### src/rtl/painel_pkg.sv
// Shared constants and helpers for the coffee-machine front panel.
// Digit count, blank anode pattern and the active-low one-hot anode encoder.
package painel_pkg;

    localparam int N_DIGITOS = 4;

    localparam logic [N_DIGITOS-1:0] ANODOS_APAGADOS = 4'b1111;

    typedef logic [1:0] digito_t;

    // Active-low one-hot: bit idx is 0, all others 1.
    function automatic logic [N_DIGITOS-1:0] anodo_ativo(
        input digito_t idx
    );
        logic [N_DIGITOS-1:0] um;
        um = N_DIGITOS'(1);
        return ~(um << idx);
    endfunction

endpackage

### src/rtl/divisor_tick.sv
// Prescaler: counts 0..DIVISOR-1 while habilita=1 and flags the last count.
// Ports: clock, reset_n (async, active-low), habilita (low = hold), tick (out).
module divisor_tick #(
    parameter int DIVISOR = 50000
) (
    input  logic clock,
    input  logic reset_n,
    input  logic habilita,
    output logic tick
);

    localparam int W = $clog2(DIVISOR);
    localparam logic [W-1:0] TOPO = W'(DIVISOR - 1);
    localparam logic [W-1:0] UM   = W'(1);

    logic [W-1:0] pre;
    logic [W-1:0] pre_d;

    // Combinational so the pulse lines up with pre==TOPO in the same cycle;
    // gating with habilita keeps it quiet while frozen.
    assign tick = habilita && (pre == TOPO);

    always_comb begin
        pre_d = pre;
        if (habilita) begin
            if (pre == TOPO) begin
                pre_d = '0;
            end else begin
                pre_d = pre + UM;
            end
        end
    end

    always_ff @(posedge clock or negedge reset_n) begin
        if (!reset_n) begin
            pre <= '0;
        end else begin
            pre <= pre_d;
        end
    end

endmodule

### src/rtl/contador_varredura.sv
// Display scan controller: steps the digit index on each scan tick, drives
// the active-low anodes and blinks the display while an error is latched.
// Ports: clock, reset_n, habilita, erro, reconhece in; saida1Contador,
// saida2Contador (index MSB/LSB), anodos[3:0], msg_erro, tick out.
module contador_varredura
    import painel_pkg::*;
#(
    parameter int DIVISOR     = 50000,
    parameter int PISCA_TICKS = 250
) (
    input  logic       clock,
    input  logic       reset_n,
    input  logic       habilita,
    input  logic       erro,
    input  logic       reconhece,
    output logic       saida1Contador,
    output logic       saida2Contador,
    output logic [3:0] anodos,
    output logic       msg_erro,
    output logic       tick
);

    localparam int PW = (PISCA_TICKS > 1) ? $clog2(PISCA_TICKS) : 1;
    localparam logic [PW-1:0] PC_MAX = PW'(PISCA_TICKS - 1);
    localparam logic [PW-1:0] PC_UM  = PW'(1);

    digito_t     dig;
    digito_t     dig_d;
    logic        msg_d;
    logic        visivel;
    logic        visivel_d;
    logic [PW-1:0] pc;
    logic [PW-1:0] pc_d;
    logic [3:0]  anodos_d;

    divisor_tick #(
        .DIVISOR (DIVISOR)
    ) u_div (
        .clock    (clock),
        .reset_n  (reset_n),
        .habilita (habilita),
        .tick     (tick)
    );

    assign saida1Contador = dig[1];
    assign saida2Contador = dig[0];

    always_comb begin
        dig_d = dig;
        if (tick) begin
            dig_d = dig + 2'd1;
        end
    end

    // Set dominates acknowledge.
    always_comb begin
        msg_d = erro | (msg_erro & ~reconhece);
    end

    // Blink phase. A fresh error restarts visible with a full half-period;
    // a cleared latch forces the display back on.
    always_comb begin
        pc_d      = pc;
        visivel_d = visivel;
        if (!msg_d || !msg_erro) begin
            pc_d      = '0;
            visivel_d = 1'b1;
        end else if (tick) begin
            if (pc == PC_MAX) begin
                pc_d      = '0;
                visivel_d = ~visivel;
            end else begin
                pc_d = pc + PC_UM;
            end
        end
    end

    // Anodes are computed from the next index so they switch on the same
    // edge as the decoder select lines.
    always_comb begin
        anodos_d = ANODOS_APAGADOS;
        if (habilita && visivel_d) begin
            anodos_d = anodo_ativo(dig_d);
        end
    end

    always_ff @(posedge clock or negedge reset_n) begin
        if (!reset_n) begin
            dig      <= '0;
            msg_erro <= 1'b0;
            visivel  <= 1'b1;
            pc       <= '0;
            anodos   <= ANODOS_APAGADOS;
        end else begin
            dig      <= dig_d;
            msg_erro <= msg_d;
            visivel  <= visivel_d;
            pc       <= pc_d;
            anodos   <= anodos_d;
        end
    end

endmodule

### config.mk
export PLATFORM = sky130hd
export DESIGN_NAME = contador_varredura
export DESIGN_NICKNAME = d
export VERILOG_FILES = /design/src/rtl/painel_pkg.sv /design/src/rtl/divisor_tick.sv /design/src/rtl/contador_varredura.sv
export SDC_FILE = /design/constraint.sdc
export NUM_CORES = 1
export LEC_CHECK = 0
export CORE_MARGIN = 2
export CORE_UTILIZATION = 46
export DETAILED_ROUTE_END_ITERATION = 12
export PLACE_DENSITY = 0.66
export SYNTH_ARGS = -nofsm -noshare
export SYNTH_HDL_FRONTEND = slang
export SYNTH_SLANG_ARGS = --single-unit
### constraint.sdc
create_clock -name clock -period 2.6 [get_ports clock]
set_input_delay 0.39 -clock clock [delete_from_list [all_inputs] [get_ports clock]]
set_output_delay 0.39 -clock clock [all_outputs]
set_load 0.02 [all_outputs]
# Word level (Yosys, flattened, before mapping)
# Index checks and enable logic that the tools add are counted.
# Widths: inputs -> output; s select.
# totals
ff_bits	32
inputBits	5
output_inout_bits	8
wordCells	32
# classes
add_sub_neg	3
eq_ne	2
shift	1
mux	9
n_bitwise	5
n_reduce_logical	6
# op_table
op	n
$mux 8	3
$add 16x1->16 const B	1
$eq 16x16->1 const B	1
$mux 16	1
$add 8x1->8 const B	1
$eq 8x8->1 const B	1
$mux 4	1
$not 4->4	1
$shl 1x2->4 const A	1
$mux 1	3
$add 2x1->2 const B	1
$logic_and 1x1->1	2
$logic_not 1->1	2
$mux 2	1
$not 1->1	2
$reduce_bool 2->1	1
$and 1x1->1	1
$logic_or 1x1->1	1
$or 1x1->1	1

# Longest topological paths before layout
# logic_depth
depth_word	8
depth_mapped	8
depth_no_buf	8

# By module
# Synthesis repeated with hierarchy kept, for this count alone.
# hier_totals
cells_unflattened	154
area_unflattened_um2	1599.0
# by_module_without_submodules
mod	n_inst	cells_per_inst	area_per_inst_um2	seq_area_each_um2
divisor_tick	1	81	802.0	400.4
contador_varredura	1	73	797.0	406.6

# Worst setup path after synthesis
# OpenSTA, ideal clock, no wires.
# synth_timing
path_kind	register to register
from	register u_div.pre[4]
to	register anodos[0]
setup_time_ps	88
arrival_time_ps	2289
required_ps	2512
slack_ps	223
path_stages_with_launch	6
n_path_buf	0
period_less_slack_ps	2377
path_cell_list	dfrtp_1 -> or4b_4 -> nor4_2 -> xor2_1 -> or2_2 -> or3_1
# synth_via
elab_chain_len	6
word_cells_on_any_way	9
cone_classes	eq/ne: 1; shift: 1; mux: 4; bitwise: 1; reduce/logical: 2
# synth_lines
element	line_no	source
start: declaration	divisor_tick.sv:16	logic [W-1:0] pre;
start signal: assignment	divisor_tick.sv:38	pre <= pre_d;
$eq 16x16->1	divisor_tick.sv:21	assign tick = habilita && (pre == TOPO);
$logic_and 1x1->1	divisor_tick.sv:21	
$mux 2	contador_varredura.sv:50	if (tick) begin
via dig_d[0]	contador_varredura.sv:28	digito_t dig_d;
$shl 1x2->4	painel_pkg.sv:17	return ~(um << idx);
$not 4->4	painel_pkg.sv:17	
$mux 4	contador_varredura.sv:82	if (habilita && visivel_d) begin
via anodos_d[0]	contador_varredura.sv:34	logic [3:0] anodos_d;
end signal: assignment	contador_varredura.sv:99	anodos <= anodos_d;
end: declaration	contador_varredura.sv:18	output logic [3:0] anodos,
# The timed path passes the listed nets, and every way through them passes these cells.
# A chain may end at the register's enable or synchronous reset.

# Worst setup path in the final report
# layout_timing
from	register u_div.pre[4]
to	output port tick
# layout_via
elab_chain_len	2
# layout_lines
element	line_no	source
$eq 16x16->1	divisor_tick.sv:21	
$logic_and 1x1->1	divisor_tick.sv:21	
end: declaration	contador_varredura.sv:20	output logic tick
# Every way passes these cells.

==> flow_summary.json <==
{
  "seq_area_um2": 807.0,
  "dp_cells": 227,
  "cts_root_buffer": "clkbuf_4",
  "path_depth": 4,
  "ys_types": 33,
  "synth_top_area_cell": "dfrtp_1",
  "nets": 196,
  "worstPathCellList": "or4b_4 -> or4_4 -> inv_1 -> buf_2",
  "endpoint": "tick",
  "pre_cts_slack_ns": 0.0009817,
  "finalCritPeriodShare_pct": 93.63,
  "routed_via_density": 5.357,
  "vias": 1259,
  "finalSetupViolations": 0,
  "grt_pass1_wl_um": 5609,
  "power_leakage_nw": 0.8234,
  "final_max_slew_viol_count": 0,
  "status": "finished, final reports clean",
  "synth-edff-count": 0,
  "synthFlopType": "dfrtp_1",
  "initial_core_util_pct": 47.69,
  "r2r_end": "pc[7]",
  "dpl.hpwl_um": 2236,
  "p_per_area_mw_per_mm2": 526.9,
  "die_w_um": 62.59,
  "nFillCells": 313,
  "cap_violations": 0,
  "tightest_slew_ns": 0.4127,
  "final.setup.worst_slack_ns": 0.1657,
  "slowest_delay_ns": 0.55,
  "antenna-diode-count": 0,
  "end_kind": "output pin",
  "path_buf_inv": 2,
  "routabilityCongestion": 0.7876,
  "combinationalPowerShare_pct": 14.5,
  "synthDominantCellAreaShare_pct": 42.79,
  "reg2reg_slack_ns": 0.17,
  "cts_tree": "yes",
  "multi_input_area_um2": 740.7,
  "syn_inst": 160,
  "io_pins": 13,
  "slew_headroom_pct": 72.43,
  "groute.usage.overall_pct": 18.63,
  "fp.dieH_um": 62.59,
  "seqPwrFrac_pct": 58.2,
  "syn_area_mm2": 0.001579,
  "yosysWarnings": 0,
  "synth_seq_cells": 32,
  "cp_slowest_cell": "or4b_4",
  "layout_min_cycle_time_ns": 2.434,
  "cts_buffers": 5,
  "swShare_pct": 27.86,
  "rsz0062_at_grt": "no",
  "hold_violations": 0,
  "pwr-share-clk_pct": 27.2,
  "reg2reg_from": "u_div.pre[4]",
  "p_sw_mw": 0.2765,
  "clock_latency_ns": 0.33,
  "stdcell_count": 235,
  "critPathTopFamily": "simple AND/OR/NAND/NOR gates",
  "grt-ovfl-total": 0,
  "intPower_mw": 0.7158,
  "ys_seq_area_share_pct": 51.11,
  "cts_setup_buffers": 0,
  "startpoint": "u_div.pre[4]",
  "setup_tns_ns": 0,
  "synth_fp_nets": 168,
  "fin_worst_skew_ns": 0.008956,
  "drc": 0,
  "reg2reg_depth": 5,
  "rows": 21,
  "drt_iter0_markers": 64,
  "h-tree-depth": 2,
  "synth.avg_cell_area_um2": 9.869,
  "antenna_found_initial": 0,
  "async_flop_share_pct": 100.0,
  "yosys-top-cells-count": "dfrtp_1, nand2_1, nor2_1, a21oi_1, o21ai_0",
  "critPathRequiredTime_ns": 2.21,
  "fmax_mhz": 410.8,
  "hold_class": "in2async",
  "crit_type": "reg2out",
  "drive_above_1_share_pct": 15.34,
  "dr.pass1.iters": 4,
  "max-clock-path-buffers": 2,
  "synthTopCellsByArea": "dfrtp_1, dfstp_2, xnor2_1, xor2_1, nand2_1",
  "area_growth_pct": 19.26,
  "die_area_mm2": 0.003918,
  "total_power_mw": 0.9923,
  "yosysMostFrequentCell": "dfrtp_1",
  "worstPathArrival_ns": 2.04,
  "crit_path_start_kind": "register",
  "cts.sinks": 32,
  "ant_nets": 0,
  "vdd_drop_max_mv": 0.3173,
  "grt_pass1_vias": 1284,
  "io_buffers": 12,
  "crit_path_max_fanout": 3,
  "core-area_mm2": 0.003311,
  "grt_max_degree": 33,
  "path_clk_slew_ns": 0.10,
  "drt_wl_total_um": 3178,
  "routedWlPerCell_um": 13.52,
  "ctsHoldBuffers": 0
}
[logic make-up after synthesis]
logic type / synth area share, %
adder cells (fa/ha/maj): 2.377
buffers and inverters: 2.218
flip-flops: 51.11
AO/OA/AOI/OAI: 9.271
AND/OR/NAND/NOR: 25.99
multiplexers: 1.268
XOR/XNOR: 7.766
[layer usage]
metal | share of wire [%] | wire [µm] | vias to the layer above | GRT usage (%)
li1 | - | - | 623 | -
met1 | 44 | 1413 | 623 | 20.71
met2 | 50 | 1603 | 7 | 32.39
met3 | 2.7 | 87 | 6 | 6.126
met4 | 2.3 | 74 | 0 | 8.333
met5 | 0 | 0 | - | 0
[sequential cells by signal (all words and copies together) (netlist names)]
name / cells
msg_erro: 1
u_div.pre: 16
pc: 8
visivel: 1
anodos: 4
dig: 2
[power by group through the flow]
| stage | Sequential (mW) | Clock [mW] | Combinational, mW |
|---|---|---|---|
| after floorplan | 0.588 | 0 | 0.0689 |
| after global placement | 0.584 | 0 | 0.141 |
| after detailed placement | 0.584 | 0 | 0.145 |
| after CTS | 0.577 | 0.286 | 0.147 |
| after global routing | 0.586 | 0.311 | 0.164 |
| final | 0.578 | 0.270 | 0.144 |
[layout make-up]
cell class,instances,share of cell area [%]
Clock buffer,7,2.392
Clock inverter,1,0.2658
Inverter,6,1.196
Multi-Input combinational cell,119,39.34
Sequential cell,32,42.86
Tap cell,46,3.056
Timing Repair Buffer,24,10.90
[cells in the final DEF (no fill, tap or decap), types with 3 or more instances in the layout]
master,n
dfrtp_1,27
nand2_1,15
nor2_1,14
buf_4,12
a21oi_1,11
clkdlybuf4s50_1,11
o21ai_0,9
nand4_1,7
xor2_1,7
xnor2_1,7
or3_1,7
and3_1,7
inv_1,6
nand3_1,5
dfstp_2,5
clkbuf_4,5
nor3_1,4
nor2b_1,3
ha_1,3
[stage by stage]
| stage | utilization (%) | instance area (µm²) | hold slack (ns) |
|---|---|---|---|
| 2_1_floorplan | - | 1579 | 0.09441 |
| 3_3_place_gp | 55.40 | 1834 | 0.4823 |
| 3_5_place_dp | 55.40 | 1834 | 0.4993 |
| 4_1_cts | 56.95 | 1886 | 0.4352 |
| 5_1_grt | 56.88 | 1883 | 0.4583 |
| 6_report | 56.88 | 1883 | 0.4455 |
[how the worst min path moves through the flow]
stage	cells after the start	slack, ns	endpoint
after floorplan	0	0.09	dig[0]
after global placement	1	0.48	u_div.pre[7]
after detailed placement	1	0.50	anodos[3]
after CTS	2	0.44	pc[3]
after global routing	2	0.46	msg_erro
final	2	0.45	pc[6]
[timing repair]
action / in CTS / in global routing
endpoints found under the setup margin: 1 / 1
pin swaps: 0 / 0
gates resized for setup: 3 / 2
gates cloned: 0 / 0
hold endpoints to repair: 0 / 0
(Power assumes the default switching activity.)
